===== config.mk =====
export PLATFORM = sky130hd
export DESIGN_NAME = freq_meter_gate
export DESIGN_NICKNAME = d
export VERILOG_FILES = /design/src/rtl/freq_meter_gate.sv
export SDC_FILE = /design/constraint.sdc
export NUM_CORES = 1
export LEC_CHECK = 0
export CORE_ASPECT_RATIO = 1.25
export CORE_MARGIN = 4
export CORE_UTILIZATION = 64
export CTS_BUF_LIST = sky130_fd_sc_hd__clkbuf_4 sky130_fd_sc_hd__clkbuf_8 sky130_fd_sc_hd__clkbuf_16
export DETAILED_ROUTE_END_ITERATION = 6
export GPL_TIMING_DRIVEN = 0
export PLACE_DENSITY = 0.87
export RECOVER_POWER = 100
export SLEW_MARGIN = 20
export SYNTH_ARGS = -nofsm -noshare
export SYNTH_HDL_FRONTEND = slang
export SYNTH_SLANG_ARGS = --single-unit

===== constraint.sdc =====
create_clock -name clk -period 5.9 [get_ports clk]
set_input_delay 0.885 -clock clk [delete_from_list [all_inputs] [get_ports clk]]
set_output_delay 0.885 -clock clk [all_outputs]
set_load 0.01 [all_outputs]

===== src/rtl/freq_meter_gate.sv =====
// Gated-window frequency meter: counts rising edges of an asynchronous input over GATE_CYCLES clk cycles.
// Define FREQ_METER_CONTINUOUS_EN to make the meter free-run back-to-back windows and ignore start.
module freq_meter_gate #(
    parameter int GATE_CYCLES = 100000000,
    parameter int GATE_W      = 27,
    parameter int EDGE_W      = 32
) (
    input  logic              clk,
    input  logic              reset,
    input  logic              sig_in,
    input  logic              start,
    output logic              busy,
    output logic              done,
    output logic [EDGE_W-1:0] freq_count,
    output logic              overflow
);

    // state   | meaning
    // IDLE    | waiting for start (continuous build: passes straight to ARM)
    // ARM     | one cycle, clears edge/gate counters and sticky overflow
    // MEASURE | GATE_CYCLES cycles, counts synchronised rising edges
    // DONE    | one cycle, done pulse with freshly latched result
    typedef enum logic [1:0] {
        S_IDLE,
        S_ARM,
        S_MEASURE,
        S_DONE
    } state_t;

    localparam logic [GATE_W-1:0] GATE_LAST = GATE_W'(GATE_CYCLES - 1);

    state_t              state_q, state_d;
    logic                sync1_q, sync2_q, hist_q;
    logic                rise;
    logic [GATE_W-1:0]   gate_cnt_q, gate_cnt_d;
    logic [EDGE_W-1:0]   edge_cnt_q, edge_cnt_d, edge_inc;
    logic                ovf_int_q, ovf_int_d, ovf_inc;
    logic [EDGE_W-1:0]   freq_count_q, freq_count_d;
    logic                overflow_q, overflow_d;

    assign rise       = sync2_q & ~hist_q;
    assign freq_count = freq_count_q;
    assign overflow   = overflow_q;

    always_ff @(posedge clk or negedge reset) begin
        if (!reset) begin
            state_q      <= S_IDLE;
            sync1_q      <= 1'b0;
            sync2_q      <= 1'b0;
            hist_q       <= 1'b0;
            gate_cnt_q   <= '0;
            edge_cnt_q   <= '0;
            ovf_int_q    <= 1'b0;
            freq_count_q <= '0;
            overflow_q   <= 1'b0;
        end else begin
            state_q      <= state_d;
            sync1_q      <= sig_in;
            sync2_q      <= sync1_q;
            hist_q       <= sync2_q;
            gate_cnt_q   <= gate_cnt_d;
            edge_cnt_q   <= edge_cnt_d;
            ovf_int_q    <= ovf_int_d;
            freq_count_q <= freq_count_d;
            overflow_q   <= overflow_d;
        end
    end

    // Saturating edge increment; a rise at all-ones only marks the window as overflowed.
    always_comb begin
        edge_inc = edge_cnt_q;
        ovf_inc  = ovf_int_q;
        if (rise) begin
            if (&edge_cnt_q) begin
                ovf_inc = 1'b1;
            end else begin
                edge_inc = edge_cnt_q + 1'b1;
            end
        end
    end

    always_comb begin
        state_d      = state_q;
        gate_cnt_d   = gate_cnt_q;
        edge_cnt_d   = edge_cnt_q;
        ovf_int_d    = ovf_int_q;
        freq_count_d = freq_count_q;
        overflow_d   = overflow_q;
        busy         = 1'b0;
        done         = 1'b0;
        case (state_q)
            S_IDLE: begin
`ifdef FREQ_METER_CONTINUOUS_EN
                state_d = S_ARM;
`else
                if (start) begin
                    state_d = S_ARM;
                end
`endif
            end
            S_ARM: begin
                busy       = 1'b1;
                gate_cnt_d = '0;
                edge_cnt_d = '0;
                ovf_int_d  = 1'b0;
                state_d    = S_MEASURE;
            end
            S_MEASURE: begin
                busy       = 1'b1;
                gate_cnt_d = gate_cnt_q + 1'b1;
                edge_cnt_d = edge_inc;
                ovf_int_d  = ovf_inc;
                // Latch from the incremented values so a rise in the final cycle still counts.
                if (gate_cnt_q == GATE_LAST) begin
                    freq_count_d = edge_inc;
                    overflow_d   = ovf_inc;
                    state_d      = S_DONE;
                end
            end
            S_DONE: begin
                done = 1'b1;
`ifdef FREQ_METER_CONTINUOUS_EN
                state_d = S_ARM;
`else
                state_d = S_IDLE;
`endif
            end
            default: state_d = S_IDLE;
        endcase
    end

endmodule

==> results by group, run 1 <==
Worst setup path
  – CP startpoint: edge_cnt_q[0]
  – FF-to-FF Start: edge_cnt_q[0]
  – CP Class: reg2reg
  – CP max stage cell: nor4_1
  – Worst setup SP type: flop
  – Crit path DAT: approximately 4.5 ns
  – Required time of the critical path: around 6.2 ns
  – Crit-path max cell delay: 1.21 ns
  – Critical Path End Type: flop
  – CP max FO: 10
  – CP cell instances: ha_1 > nand3_1 > nor4_1 > and3_1 > clkbuf_1 > clkbuf_1 > clkbuf_1 > o21ai_0 > a31oi_1
  – Cell mode on critical path: clkbuf_1

Clock tree
  – Worst-path clk slew: roughly 0.090 ns
  – CTS tree: built
  – Worst skew pair latency: between 0.3 and 0.4 ns
  – Inserted Clock Buffers: 9
  – Clock sink total: 98
  – H-tree depth: 3
  – Max Root-Sink Buffers: 2
  – Setup bufs post-CTS: 0
  – CTS-repair resized insts: 0
  – Cts hold-fix bufs: 0
  – Clock root cell: clkbuf_8

Global route
  – Largest net degree at the start of global routing: 63
  – Total global routing overflow: 0
  – GR peak layer: met2
  – Met3 Resource Use GR: 0.0778
  – First-pass GRT wire length: 27,000 µm
  – Vias in the first global route: 5,318
  – Initial antenna violation count: 0
  – GR met2 Demand/Resource: 0.530
  – Gr usage total: 0.328
  – Met1 GRT Util: 0.417

Logic synthesis
  – Synth Instances: 621
  – Cell with the most instances after synthesis: dfrtp_1
  – Top-area cell type share of the netlist area: 0.429
  – Synth cell types: 67
  – Number of flops mapped to enable cells by yosys: 0
  – Synth Net Count: 630
  – Biggest area consumer among synthesized cells: dfrtp_1
  – Synth area leaders: dfrtp_1, nor2_1, nand3_1, nand2_1, nand4_1
  – Register bit total from synthesis: 98
  – Post-Syn Area: 5710 µm²
  – Post-synth top cells: dfrtp_1, nor2_1, nand3_1, nand2_1, nand4_1
  – Syn. warnings: 0
  – Prevailing post-synth register cell: dfrtp_1
  – Sequential area share after synthesis: 0.429
  – Syn avg cell area: 9.20 µm²
  – FFs w/ async S/R, synth: 1.00

Power
  – Lkg Pwr: 2.62 nW
  – Worst VDD drop: 0.151 mV
  – Clock share of power: 0.274
  – Cell area power density: 275 nW/µm²
  – Net Sw Power: 0.672 mW
  – Comb power frac: 0.318
  – Reg power frac: 0.407
  – Internal: 1.08 mW
  – Switching share of power: 0.384

Timing
  – Final hold viol count: 0
  – Final setup fails: 0
  – RSZ-0062 raised after global routing: false
  – Fin Hold WS: 0.363 ns
  – Worst setup margin: roughly 1.7 ns
  – Min Clock Period, post-route: ~4.2 ns
  – Final Cycle Share: 0.708
  – Fmax: 239 MHz
  – Clock Skew: roughly 0.0080 ns
  – Worst slew margin: -0.833
  – Max Slew Vio Count: between 40 and 50
  – Worst-Margin Slew: 2.72 ns
  – Fin Setup TNS: 0 ns

Placed design
  – Post-DP HPWL: 11,500 µm
  – Place WS: 3.10 ns
  – I/O Buffers: 38
  – Routability cong.: around 0.96

Die
  – Starting Density: 0.656
  – Row count: 38
  – Die area: 10,500 µm²
  – Die H: 114 µm
  – Horiz. Die Dim: 92.5 µm
  – Core area: 8700 µm²
  – I/O pins: 39

Drt
  – Avg Vias per Cell: roughly 6.7
  – DR vias: 5,301
  – DRT iter0 DRCs: between 400 and 500
  – Antenna viol nets, final: 0
  – Iteration count of the initial detailed-routing pass: 6
  – DRC: 0
  – WL/cell: 20.4 µm
  – Detailed Route WL: 16,200 µm

Layout
  – Register area: roughly 2500 µm²
  – Nets: 680
  – Fill count: ~680
  – Multi-input gate area: about 2900 µm²
  – # diodes: 0
  – Area delta synth->final: 11.6%
  – Layout cells sized above 1: 0.0607

Min path
  – Worst hold start: sync1_q
  – Hold crit path type: reg2reg

Run status
  – Status: finished, violations left
  – Failing checks: capacitance limit, slew limit

Job
  – Max-cap violations: 2
## per-layer routing
| layer | vias to the layer above | part of all wire |
|---|---|---|
| li1 | 2415 | - |
| met4 | 0 | 0.042 |
| met1 | 2563 | 0.40 |
| met2 | 266 | 0.48 |
| met5 | - | 0 |
| met3 | 57 | 0.075 |
## cells in the final DEF (no fill, tap or decap), drive strengths merged, types with 16 or more instances in the layout
master and n:
dfrtp 98, nor2 67, nand3 47, nand2 44, clkbuf 39, dlygate4sd3 36
nand4 28, a31oi 22, o21ai 21, inv 20, nand2b 17, or4 17
xnor2 17, or3 16
## through the flow
stage	power [mW]	cell area (µm²)	std cells	util
2_1_floorplan	1.05	5710	621	-
3_3_place_gp	1.26	6240	779	0.717
3_5_place_dp	1.27	6270	780	0.721
4_1_cts	1.75	6490	796	0.746
5_1_grt	1.82	6370	796	0.732
6_report	1.75	6370	796	0.732
## registers in the layout, indices dropped and copies added (netlist names)
name / count
gate_cnt_q: 27
edge_cnt_q: 32
hist_q: 1
overflow: 1
sync2_q: 1
state_q: 2
sync1_q: 1
ovf_int_q: 1
freq_count: 32
## worst max-delay path: cells and delay by family (launching register included)
family	cells	cell delay, ns
adder cells (fa/ha/maj)	1	0.28
AO/OA/AOI/OAI	2	0.32
AND/OR/NAND/NOR	3	1.81
flip-flops	1	0.49
buffers and inverters	3	1.19
## power groups by stage
| stage | clock (mW) | sequential (mW) | combinational [mW] |
|---|---|---|---|
| 2_1_floorplan | 0 | 0.721 | 0.329 |
| 3_3_place_gp | 0 | 0.725 | 0.538 |
| 3_5_place_dp | 0 | 0.727 | 0.546 |
| 4_1_cts | 0.487 | 0.714 | 0.549 |
| 5_1_grt | 0.514 | 0.718 | 0.589 |
| 6_report | 0.481 | 0.714 | 0.558 |
## area by class of cell
class                           instances  share of cell area
Clock buffer                            9              0.0194
Multi-Input combinational cell        461               0.449
Inverter                               20              0.0118
Timing Repair Buffer                   39              0.0630
Sequential cell                        98               0.385
Buffer                                 42              0.0334
Clock inverter                          7              0.0145
Tap cell                              120              0.0236
## path summary, 6_finish.rpt
| check | end | slack, ns | depth (start not counted) |
|---|---|---|---|
| hold reg to reg | sync2_q | 0.36 | 0 |
| setup reg to reg | freq_count[7] | 1.72 | 9 |
| setup / recovery | freq_count[7] | 1.72 | 9 |
| hold / removal | sync2_q | 0.36 | 0 |
| min in group asynchronous | freq_count[4] | 1.12 | 1 |
| max in group asynchronous | freq_count[19] | 3.56 | 1 |
## logic make-up (layout without fill, tap and decap cells)
kind of cell,count (synthesis),count (layout),synth area share
AOI/OAI and AO/OA,123,123,0.153
DFF,98,98,0.429
xor gates and xnor gates,30,30,0.0460
adders and majority gates,5,5,0.0110
buffers and inverters,62,117,0.0563
and+or+nand+nor,295,295,0.290
muxes,8,8,0.0145
(Power assumes the default switching activity.)
==> inputs of run 2 (changes only) <==
Settings changed: CORE_UTILIZATION 64 to 54, PLACE_DENSITY 0.87 to 0.78.
Clock period 5.9 ns to 3.4 ns, I/O delays scaled along.
==> run 2 against run 1 <==
  * The run still ends with capacitance limit, slew limit left
  * Critical path depth shrank 1
  * Design area rose by 2.1%
  * Clock skew up 0.00086 ns
  * Combinational power up 73%
  * Power increased by 83%
  * Clock power is 110% higher
  * First-iteration DRC count increased by 19%
  * Setup slack got worse by 1.4 ns
  * Clock-buffer cell count is the same
  * Sequential share of layout area fell by 0.80 points
  * Register-to-register slack got worse by 1.4 ns
  * Die area grew 17%
  * Critical path type unchanged
  * Largest power group unchanged
  * Highest routed layer unchanged
==> results by group, run 2 (synthesized netlist as in run 1, its figures left out) <==
Run status
  – Status: finished, violations left
  – Failing checks: capacitance limit, slew limit

Drt
  – Detailed Route WL: 15,900 µm (-2.3%)
  – DRT iter0 DRCs: 494 (+19%)
  – Antenna viol nets, final: 0 (unchanged)
  – DR vias: 5,226 (-1.4%)
  – DRC: 0 (unchanged)
  – Iteration count of the initial detailed-routing pass: 6 (unchanged)
  – Avg Vias per Cell: 6.49 (-2.5%)
  – WL/cell: 19.7 µm (-3.4%)

Timing
  – Min Clock Period, post-route: 3.08 ns (-1.10 ns)
  – Worst slew margin: -0.297 (+0.536)
  – Worst-Margin Slew: 1.95 ns (-0.779 ns)
  – RSZ-0062 raised after global routing: false
  – Fmax: 325 MHz (+36%)
  – Max Slew Vio Count: 34 (-28%)
  – Final hold viol count: 0 (unchanged)
  – Final setup fails: 0 (unchanged)
  – Clock Skew: 0.00884 ns (+0.000856 ns)
  – Final Cycle Share: 0.905 (+0.197)

Placed design
  – Routability cong.: 0.962 (+0.45%)
  – Post-place instance area: 6280 µm² (+0.18%)
  – I/O Buffers: 38 (unchanged)
  – Post-DP HPWL: 11,100 µm (-3.5%)
  – Dpl cells: 789 (+1.2%)

Global route
  – GR peak layer: met2
  – Largest net degree at the start of global routing: 66 (+4.8%)
  – Initial antenna violation count: 0 (unchanged)
  – First-pass GRT wire length: 26,000 µm (-3.9%)
  – Total global routing overflow: 0 (unchanged)
  – GR met2 Demand/Resource: 0.444 (-0.0850)
  – Gr usage total: 0.268 (-0.0604)
  – Met1 GRT Util: 0.352 (-0.0651)
  – Vias in the first global route: 5,079 (-4.5%)
  – Met3 Resource Use GR: 0.0497 (-0.0282)

Die
  – Starting Density: 0.560 (-0.0970)
  – Horiz. Die Dim: 100 µm (+8.1%)
  – Row count: 41 (+7.9%)
  – Core area: 10,200 µm² (+17%)
  – Die H: 123 µm (+8.2%)
  – I/O pins: 39 (unchanged)
  – Die area: 12,300 µm² (+17%)

Power
  – Lkg Pwr: 2.68 nW (+2.0%)
  – Clock share of power: 0.313 (+0.039)
  – Power, Total: 3.20 mW (+83%)
  – Reg power frac: 0.387 (-0.020)
  – Switching share of power: 0.386 (+0.00188)
  – Comb power frac: 0.301 (-0.017)
  – Internal: 1.97 mW (+82%)
  – Cell area power density: 492 nW/µm² (+79%)
  – Worst VDD drop: 0.355 mV (+140%)
  – Net Sw Power: 1.23 mW (+84%)

Layout
  – Commonest non-fill, non-tap cell in the layout: dfrtp_1
  – Most frequent cells in the layout: dfrtp_1, nor2_1, nand3_1
  – Layout cells sized above 1: 0.0695 (+0.00888)
  – Area delta synth->final: 13.9%
  – Post-route cell area: 6510 µm² (+2.1%)
  – Nets: 680 (unchanged)
  – Final cell count without fillers: 805 (+1.1%)
  – # diodes: 0 (unchanged)

Clock tree
  – Worst skew pair latency: 0.36 ns (about the same)
  – Worst-path clk slew: 0.07 ns (-0.02 ns)
  – Inserted Clock Buffers: 9 (unchanged)
  – Clock sink total: 98 (unchanged)
  – Max Root-Sink Buffers: 2 (unchanged)
  – H-tree depth: 3 (unchanged)
  – Clock root cell: clkbuf_16
  – CTS tree: built
  – Cts hold-fix bufs: 0 (unchanged)
  – Setup bufs post-CTS: 0 (unchanged)
  – CTS-repair resized insts: 0 (unchanged)

Min path
  – Hold crit path type: reg2reg

Worst setup path
  – Required time of the critical path: 3.66 ns (-2.54 ns)
  – FF-to-FF setup slack: 0.32 ns (-1.40 ns)
  – Critical Path End Type: flop
  – Worst setup SP type: flop
  – CP max FO: 10 (unchanged)
  – Crit path DAT: 3.33 ns (-1.15 ns)
  – CP Class: reg2reg

Job
  – Max-cap violations: 1 (-1)
-- run 2: per-stage QoR --
step           utilization  setup TNS [ns]  worst slack, ns  hold WS [ns]
5_1_grt              0.637               0            0.148         0.354
2_1_floorplan            -               0             1.29         0.214
6_report             0.637               0            0.322         0.344
4_1_cts              0.643               0            0.613        0.0478
3_5_place_dp         0.615               0            0.611         0.336
3_3_place_gp         0.613         -180.96            -1.85         0.334
-- run 2: critical path, stage by stage, from the launching register on --
cell and delay [ns]:
dfrtp_1 0.48, ha_1 0.27, and3_1 0.32, nand4_4 0.22, o31ai_1 0.54, clkbuf_1 0.37, clkbuf_1 0.43, nand2_1 0.16
o221ai_1 0.18
-- run 2: area by class of cell --
cell class | instances | area (µm²)
Fill cell | 864 | 3700
Multi-Input combinational cell | 461 | 2910
Sequential cell | 98 | 2450
Timing Repair Buffer | 39 | 402
Clock buffer | 9 | 225
Buffer | 42 | 223
Tap cell | 129 | 161
Inverter | 20 | 75.1
Clock inverter | 7 | 58.8
-- run 2: power groups by stage --
stage	Sequential [mW]	Combinational (mW)	Clock, mW
after floorplan	1.25	0.571	0
after global placement	1.26	0.931	0
after detailed placement	1.26	0.946	0
after CTS	1.24	0.954	1.01
after global routing	1.24	1.01	1.05
final	1.24	0.963	1.00
-- run 2: worst paths after layout --
check | depth (start not counted) | to | start
hold / removal | 0 | sync2_q | sync1_q
hold reg to reg | 0 | sync2_q | sync1_q
min in group asynchronous | 1 | freq_count[4] | reset
setup reg to reg | 8 | edge_cnt_q[1] | edge_cnt_q[0]
max in group asynchronous | 1 | freq_count[20] | reset
setup / recovery | 8 | edge_cnt_q[1] | edge_cnt_q[0]
-- run 2: routing by layer --
layer | vias to the layer above | part of all wire
met3 | 28 | 0.073
met4 | 0 | 0.022
met1 | 2553 | 0.41
li1 | 2404 | -
met2 | 241 | 0.49
met5 | - | 0
